### config.mk
export PLATFORM = sky130hd
export DESIGN_NAME = distance_sq_pipe
export DESIGN_NICKNAME = d
export VERILOG_FILES = /design/src/rtl/distance_pkg.sv /design/src/rtl/distance_sq_pipe_adder_tree.sv /design/src/rtl/distance_sq_pipe.sv
export SDC_FILE = /design/constraint.sdc
export NUM_CORES = 2
export LEC_CHECK = 0
export CAP_MARGIN = 25
export CORE_MARGIN = 8
export CORE_UTILIZATION = 45
export CTS_CLUSTER_SIZE = 20
export DETAILED_ROUTE_END_ITERATION = 10
export PLACE_DENSITY = 0.69
export SLEW_MARGIN = 20
export SYNTH_ARGS = -nofsm -noshare
export SYNTH_HDL_FRONTEND = slang
export SYNTH_SLANG_ARGS = --single-unit
### constraint.sdc
create_clock -name clk_in -period 6.6 [get_ports clk_in]
set_input_delay 0.99 -clock clk_in [delete_from_list [all_inputs] [get_ports clk_in]]
set_output_delay 0.99 -clock clk_in [all_outputs]
set_load 0.01 [all_outputs]
### src/rtl/distance_pkg.sv
`default_nettype none
// ============================================================================
// Module      : distance_pkg
// Description : Width helpers and tracker state encoding for distance_sq_pipe.
// Revision    : 1.0 - initial release
// ============================================================================
package distance_pkg;

    // Ceiling log2, returning 0 for n <= 1 so a single coordinate needs no tree level
    function automatic int clog2_f(input int n);
        int r;
        r = 0;
        for (int v = 1; v < n; v = v * 2) r++;
        return r;
    endfunction

    function automatic int dist_width(input int coord_w, input int dim);
        return 2 * coord_w + clog2_f(dim);
    endfunction

    function automatic int pipe_latency(input int dim);
        return 2 + clog2_f(dim);
    endfunction

    typedef enum logic [0:0] {
        TRK_IDLE  = 1'b0,
        TRK_TRACK = 1'b1
    } trk_state_t;

endpackage
`default_nettype wire

### src/rtl/distance_sq_pipe_adder_tree.sv
`default_nettype none
// ============================================================================
// Module      : adder_tree_pipe
// Description : Registered pairwise reduction of N unsigned terms, one level per
//               stage, with valid and sideband carried alongside.
// Revision    : 1.0 - initial release
// ============================================================================
module adder_tree_pipe
    import distance_pkg::*;
#(
    parameter int N    = 2,
    parameter int IN_W = 32,
    parameter int SB_W = 8
) (
    input  logic                          clk_in,
    input  logic                          rst_in,
    input  logic                          en_in,
    input  logic                          valid_in,
    input  logic [N-1:0][IN_W-1:0]        data_in,
    input  logic [SB_W-1:0]               sb_in,
    output logic                          valid_out,
    output logic [IN_W+clog2_f(N)-1:0]    sum_out,
    output logic [SB_W-1:0]               sb_out
);

    localparam int LVLS  = clog2_f(N);
    localparam int OUT_W = IN_W + LVLS;
    localparam int NP    = 1 << LVLS;

    // Heap layout: node k has children 2k+1 and 2k+2; leaves occupy NP-1 .. 2*NP-2
    logic [OUT_W-1:0] w_node [2*NP-1];

    for (genvar j = 0; j < NP; j++) begin : g_leaf
        if (j < N) begin : g_used
            assign w_node[NP-1+j] = OUT_W'(data_in[j]);
        end else begin : g_pad
            assign w_node[NP-1+j] = '0;
        end
    end

    if (LVLS == 0) begin : g_flat
        assign valid_out = valid_in;
        assign sb_out    = sb_in;
    end else begin : g_tree
        logic [OUT_W-1:0] r_node [NP-1];
        logic [LVLS-1:0]  r_vld;
        logic [SB_W-1:0]  r_sb [LVLS];

        for (genvar k = 0; k < NP - 1; k++) begin : g_int
            assign w_node[k] = r_node[k];
        end

        always_ff @(posedge clk_in or negedge rst_in) begin
            if (!rst_in) begin
                for (int k = 0; k < NP - 1; k++) r_node[k] <= '0;
                for (int l = 0; l < LVLS; l++) r_sb[l] <= '0;
                r_vld <= '0;
            end else if (en_in) begin
                for (int k = 0; k < NP - 1; k++) r_node[k] <= w_node[2*k+1] + w_node[2*k+2];
                r_vld[0] <= valid_in;
                r_sb[0]  <= sb_in;
                for (int l = 1; l < LVLS; l++) begin
                    r_vld[l] <= r_vld[l-1];
                    r_sb[l]  <= r_sb[l-1];
                end
            end
        end

        assign valid_out = r_vld[LVLS-1];
        assign sb_out    = r_sb[LVLS-1];
    end

    assign sum_out = w_node[0];

endmodule
`default_nettype wire

### src/rtl/distance_sq_pipe.sv
`default_nettype none
// ============================================================================
// Module      : distance_sq_pipe
// Description : Pipelined exact squared Euclidean distance between a held query
//               and one candidate vertex per cycle. DIST_MIN_TRACK_EN adds a
//               per-group running-minimum reporter on the output stream.
// Revision    : 1.0 - initial release
// ============================================================================
module distance_sq_pipe
    import distance_pkg::*;
#(
    parameter int DIM     = 2,
    parameter int COORD_W = 16,
    parameter int TAG_W   = 8
) (
    input  logic                                 clk_in,
    input  logic                                 rst_in,
    input  logic                                 query_load_in,
    input  logic [DIM-1:0][COORD_W-1:0]          query_pos_in,
    input  logic                                 vertex_valid_in,
    output logic                                 vertex_ready_out,
    input  logic [DIM-1:0][COORD_W-1:0]          vertex_pos_in,
    input  logic [TAG_W-1:0]                     vertex_tag_in,
`ifdef DIST_MIN_TRACK_EN
    input  logic                                 vertex_last_in,
    output logic                                 min_valid_out,
    output logic [2*COORD_W+clog2_f(DIM)-1:0]    min_dist_out,
    output logic [TAG_W-1:0]                     min_tag_out,
`endif
    output logic                                 dist_valid_out,
    input  logic                                 dist_ready_in,
    output logic [2*COORD_W+clog2_f(DIM)-1:0]    dist_sq_out,
    output logic [TAG_W-1:0]                     dist_tag_out
);

    localparam int DIST_W = dist_width(COORD_W, DIM);
    localparam int SQ_W   = 2 * COORD_W;
`ifdef DIST_MIN_TRACK_EN
    localparam int SB_W   = TAG_W + 1;
`else
    localparam int SB_W   = TAG_W;
`endif

    // |diff| <= 2^COORD_W - 1, so its square always fits in 2*COORD_W bits
    function automatic logic [SQ_W-1:0] square(input logic signed [COORD_W:0] d);
        logic signed [SQ_W+1:0] w_ext;
        w_ext = (SQ_W + 2)'(d);
        return SQ_W'(w_ext * w_ext);
    endfunction

    logic                          w_en;
    logic [SB_W-1:0]               w_sb_in;
    logic [SB_W-1:0]               w_out_sb;
    logic [DIM-1:0][COORD_W-1:0]   r_query;
    logic                          r_s1_valid;
    logic signed [COORD_W:0]       r_diff [DIM];
    logic [SB_W-1:0]               r_s1_sb;
    logic                          r_s2_valid;
    logic [DIM-1:0][SQ_W-1:0]      r_sq;
    logic [SB_W-1:0]               r_s2_sb;

    assign w_en             = !dist_valid_out || dist_ready_in;
    assign vertex_ready_out = w_en;

`ifdef DIST_MIN_TRACK_EN
    assign w_sb_in = {vertex_last_in, vertex_tag_in};
`else
    assign w_sb_in = vertex_tag_in;
`endif

    // Query loads ignore the stall; in-flight beats already captured their diffs
    always_ff @(posedge clk_in or negedge rst_in) begin
        if (!rst_in)            r_query <= '0;
        else if (query_load_in) r_query <= query_pos_in;
    end

    always_ff @(posedge clk_in or negedge rst_in) begin
        if (!rst_in) begin
            r_s1_valid <= 1'b0;
            r_s1_sb    <= '0;
            r_s2_valid <= 1'b0;
            r_s2_sb    <= '0;
            r_sq       <= '0;
            for (int i = 0; i < DIM; i++) r_diff[i] <= '0;
        end else if (w_en) begin
            r_s1_valid <= vertex_valid_in;
            r_s1_sb    <= w_sb_in;
            for (int i = 0; i < DIM; i++)
                r_diff[i] <= (COORD_W + 1)'($signed(r_query[i])) - (COORD_W + 1)'($signed(vertex_pos_in[i]));
            r_s2_valid <= r_s1_valid;
            r_s2_sb    <= r_s1_sb;
            for (int i = 0; i < DIM; i++) r_sq[i] <= square(r_diff[i]);
        end
    end

    adder_tree_pipe #(
        .N    (DIM),
        .IN_W (SQ_W),
        .SB_W (SB_W)
    ) u_tree (
        .clk_in    (clk_in),
        .rst_in    (rst_in),
        .en_in     (w_en),
        .valid_in  (r_s2_valid),
        .data_in   (r_sq),
        .sb_in     (r_s2_sb),
        .valid_out (dist_valid_out),
        .sum_out   (dist_sq_out),
        .sb_out    (w_out_sb)
    );

    assign dist_tag_out = w_out_sb[TAG_W-1:0];

`ifdef DIST_MIN_TRACK_EN
    logic              w_take;
    logic              w_out_last;
    logic              w_better;
    trk_state_t        r_trk_state, w_trk_nx;
    logic [DIST_W-1:0] r_run_dist, w_run_dist_nx;
    logic [TAG_W-1:0]  r_run_tag, w_run_tag_nx;
    logic              w_min_valid_nx;
    logic [DIST_W-1:0] w_min_dist_nx;
    logic [TAG_W-1:0]  w_min_tag_nx;

    assign w_take     = dist_valid_out && dist_ready_in;
    assign w_out_last = w_out_sb[TAG_W];

    always_ff @(posedge clk_in or negedge rst_in) begin
        if (!rst_in) begin
            r_trk_state   <= TRK_IDLE;
            r_run_dist    <= '0;
            r_run_tag     <= '0;
            min_valid_out <= 1'b0;
            min_dist_out  <= '0;
            min_tag_out   <= '0;
        end else begin
            r_trk_state   <= w_trk_nx;
            r_run_dist    <= w_run_dist_nx;
            r_run_tag     <= w_run_tag_nx;
            min_valid_out <= w_min_valid_nx;
            min_dist_out  <= w_min_dist_nx;
            min_tag_out   <= w_min_tag_nx;
        end
    end

    // Strict less-than keeps the earliest beat on ties
    always_comb begin
        w_trk_nx       = r_trk_state;
        w_run_dist_nx  = r_run_dist;
        w_run_tag_nx   = r_run_tag;
        w_min_valid_nx = 1'b0;
        w_min_dist_nx  = min_dist_out;
        w_min_tag_nx   = min_tag_out;
        w_better       = (r_trk_state == TRK_IDLE) || (dist_sq_out < r_run_dist);
        if (w_take) begin
            if (w_better) begin
                w_run_dist_nx = dist_sq_out;
                w_run_tag_nx  = dist_tag_out;
            end
            if (w_out_last) begin
                w_min_valid_nx = 1'b1;
                w_min_dist_nx  = w_run_dist_nx;
                w_min_tag_nx   = w_run_tag_nx;
                w_trk_nx       = TRK_IDLE;
            end else begin
                w_trk_nx       = TRK_TRACK;
            end
        end
    end
`endif

endmodule
`default_nettype wire

==> impl_metrics.json <==
{
  "grt_pass1_vias": 21275,
  "grtUsageTotal_pct": 18.38,
  "n_fill_cell": 5867,
  "yosys_most_used_dff": "dfrtp_1",
  "synth-seq-cells": 188,
  "synth_edf_count": 0,
  "yosysTopAreaCellShare_pct": 36.37,
  "layout_commonest_cell": "inv_1",
  "grt_pass1_wl_um": 105200,
  "wl_per_cell_um": 15.29,
  "fin_cells": 4003,
  "period_share_pct": 94.92,
  "cts.htree.levels": 4,
  "finalWirelength_um": 61190,
  "fmax_ghz": 0.1596,
  "synth_top_cell_by_area": "fa_1",
  "cts_tree": "done",
  "detailed_place.area_um2": 30710,
  "grt_overflow": 0,
  "insertedDiodeCount": 0,
  "rows": 92,
  "clk_latency_ps": 490,
  "hpwl_um": 51950,
  "netlist_area_um2": 28290,
  "critical_path_arrival_ps": 6590,
  "cpMostUsedCell": "fa_1",
  "fin_nets": 3963,
  "fin_crit_ps": 6265,
  "antenna_left": 0,
  "hold_viol": 0,
  "crit_fanout": 11,
  "gp_congestion": 0.8881,
  "viasPerCell": 4.986,
  "layout_common_cells": "inv_1, fa_1, nand2_1",
  "slew_violations": 0,
  "dp_cells": 3967,
  "core_um2": 62620,
  "crit_type": "flop to flop",
  "rsz0062_at_grt": "no",
  "numPortBuffers": 119,
  "netlist_top_cells_area": "fa_1, dfrtp_1, ha_1",
  "outcome": "finished, final reports clean",
  "holdWs_ps": 462.1,
  "max_cap_violations": 0,
  "cpPeakStageDelay_ps": 640,
  "fin_skew_ps": 19.60,
  "worstMarginPinSlew_ps": 1003,
  "multi_input_area_um2": 20530,
  "crit_family": "adder cells",
  "synth_nets": 3850,
  "stdcell_area_um2": 31430,
  "yosysUniqueCellTypes": 74,
  "cts_max_path_buffers": 2,
  "path_cells": "nand2_1 > fa_1 > inv_1 > fa_1 > inv_1 > fa_1 > inv_1 > fa_1 > fa_1 > inv_1 > fa_1 > inv_1 > ha_1 > a21o_1 > a21oi_1 > nand2_1 > nor3_1 > o21ai_1 > a31oi_1 > o21ai_0 > xnor2_1 > o21ai_0",
  "drc": 0,
  "register_area_um2": 4720,
  "critPathBufInv": 5,
  "layout-drive-gt1-share_pct": 6.082,
  "yosysWarnings": 0,
  "cts_buffers": 17,
  "ys_seq_area_share_pct": 16.63,
  "first_pass_iters": 6,
  "area_delta_synth_final_pct": 11.09,
  "drtIter0Drc": 854,
  "syn_area_per_cell_um2": 9.335,
  "crit_slowest_cell": "dfrtp_1",
  "dieWidth_um": 266.7,
  "tns_ps": 0,
  "antenna_found_initial": 0,
  "num_vias": 19958,
  "crit_path_end_kind": "flop",
  "timing.slew.headroom_pct": 33.16,
  "die-area_um2": 71150,
  "syn_inst": 3031,
  "cts_num_sinks": 188,
  "grt_max_degree": 102,
  "die_h_um": 266.7,
  "cp-start-kind": "flop",
  "cp.required_ps": 6930,
  "hold_class": "flop to flop",
  "ioPinCount": 120,
  "initial_core_util_pct": 45.18,
  "async_flop_share_pct": 100.0,
  "clkTransAtPathRegs_ps": 90,
  "cts-root-buf": "clkbuf_16",
  "report.final.setup_viol": 0
}
[final timing paths]
| kind | end | slack [ps] | cells past startpoint | startpoint |
|---|---|---|---|---|
| worst min-delay path | u_tree.valid_out | 460 | 1 | r_s2_valid |
| worst min register to register | u_tree.valid_out | 460 | 1 | r_s2_valid |
| worst max-delay path | r_sq[28] | 340 | 22 | r_diff[22] |
| min in group asynchronous | r_query[10] | 570 | 1 | rst_in |
| worst max register to register | r_sq[28] | 340 | 22 | r_diff[22] |
| max in group asynchronous | r_sq[6] | 4620 | 2 | rst_in |
[timing repair]
| item | CTS | global route |
|---|---|---|
| endpoints found under the setup margin | 0 | 8 |
| hold buffers | 0 | 0 |
| gates resized for setup | 0 | 22 |
| setup buffers | 0 | 4 |
[registers in the layout (all words and copies together), names as in the netlist]
register / count
r_s1_sb: 8
u_tree.valid_out: 1
r_s1_valid: 1
r_sq: 62
r_s2_sb: 8
u_tree.sb_out: 8
r_diff: 34
r_query: 32
r_s2_valid: 1
u_tree.sum_out: 33
[synth_stat cells, drive strengths merged, types with 14 or more instances]
master	count
fa	514
o21a	16
xnor2	71
dfrtp	188
nor2	138
inv	720
a31oi	14
and3	14
nand3	17
nor2b	38
clkbuf	86
a21oi	136
nand2	351
mux2	30
xor2	61
a21o	41
nor3	19
a211oi	17
nand2b	18
and2	108
ha	228
o21ai	84
[final cells by class]
cell class | instances | area share [%]
clock buffers | 17 | 1.354
inverters | 720 | 8.639
well taps | 846 | 3.368
flip-flops and latches | 188 | 15.02
repair buffers | 192 | 5.649
clock inverters | 15 | 0.6409
multi-input cells | 2025 | 65.33
[stage by stage]
stage | util [%] | setup slack [ps]
after floorplan | - | 295.5
after global placement | 49.04 | 251.3
after detailed placement | 49.04 | 119.1
after CTS | 50.04 | 121.1
after global routing | 50.19 | 1.428
final | 50.19 | 335.1
[per-layer routing]
metal / GRT usage (%) / wire [um] / vias up
met5: 0 / 0 / -
met4: 5.176 / 1445 / 0
met3: 3.767 / 3451 / 98
met2: 30.59 / 29480 / 435
met1: 24.22 / 26810 / 9988
li1: - / - / 9437
[kinds of logic after synthesis]
logic type / after synthesis / synth area share [%]
AO/OA/AOI/OAI: 374 / 8.420
XOR/XNOR: 132 / 4.086
adder cells (fa/ha/maj): 742 / 46.45
buffers and inverters: 818 / 10.93
flip-flops: 188 / 16.63
multiplexers: 32 / 1.265
AND/OR/NAND/NOR: 745 / 12.22
Power is not shown: default switching activity piles up to over one toggle a cycle in this logic, so the estimate is an artifact.
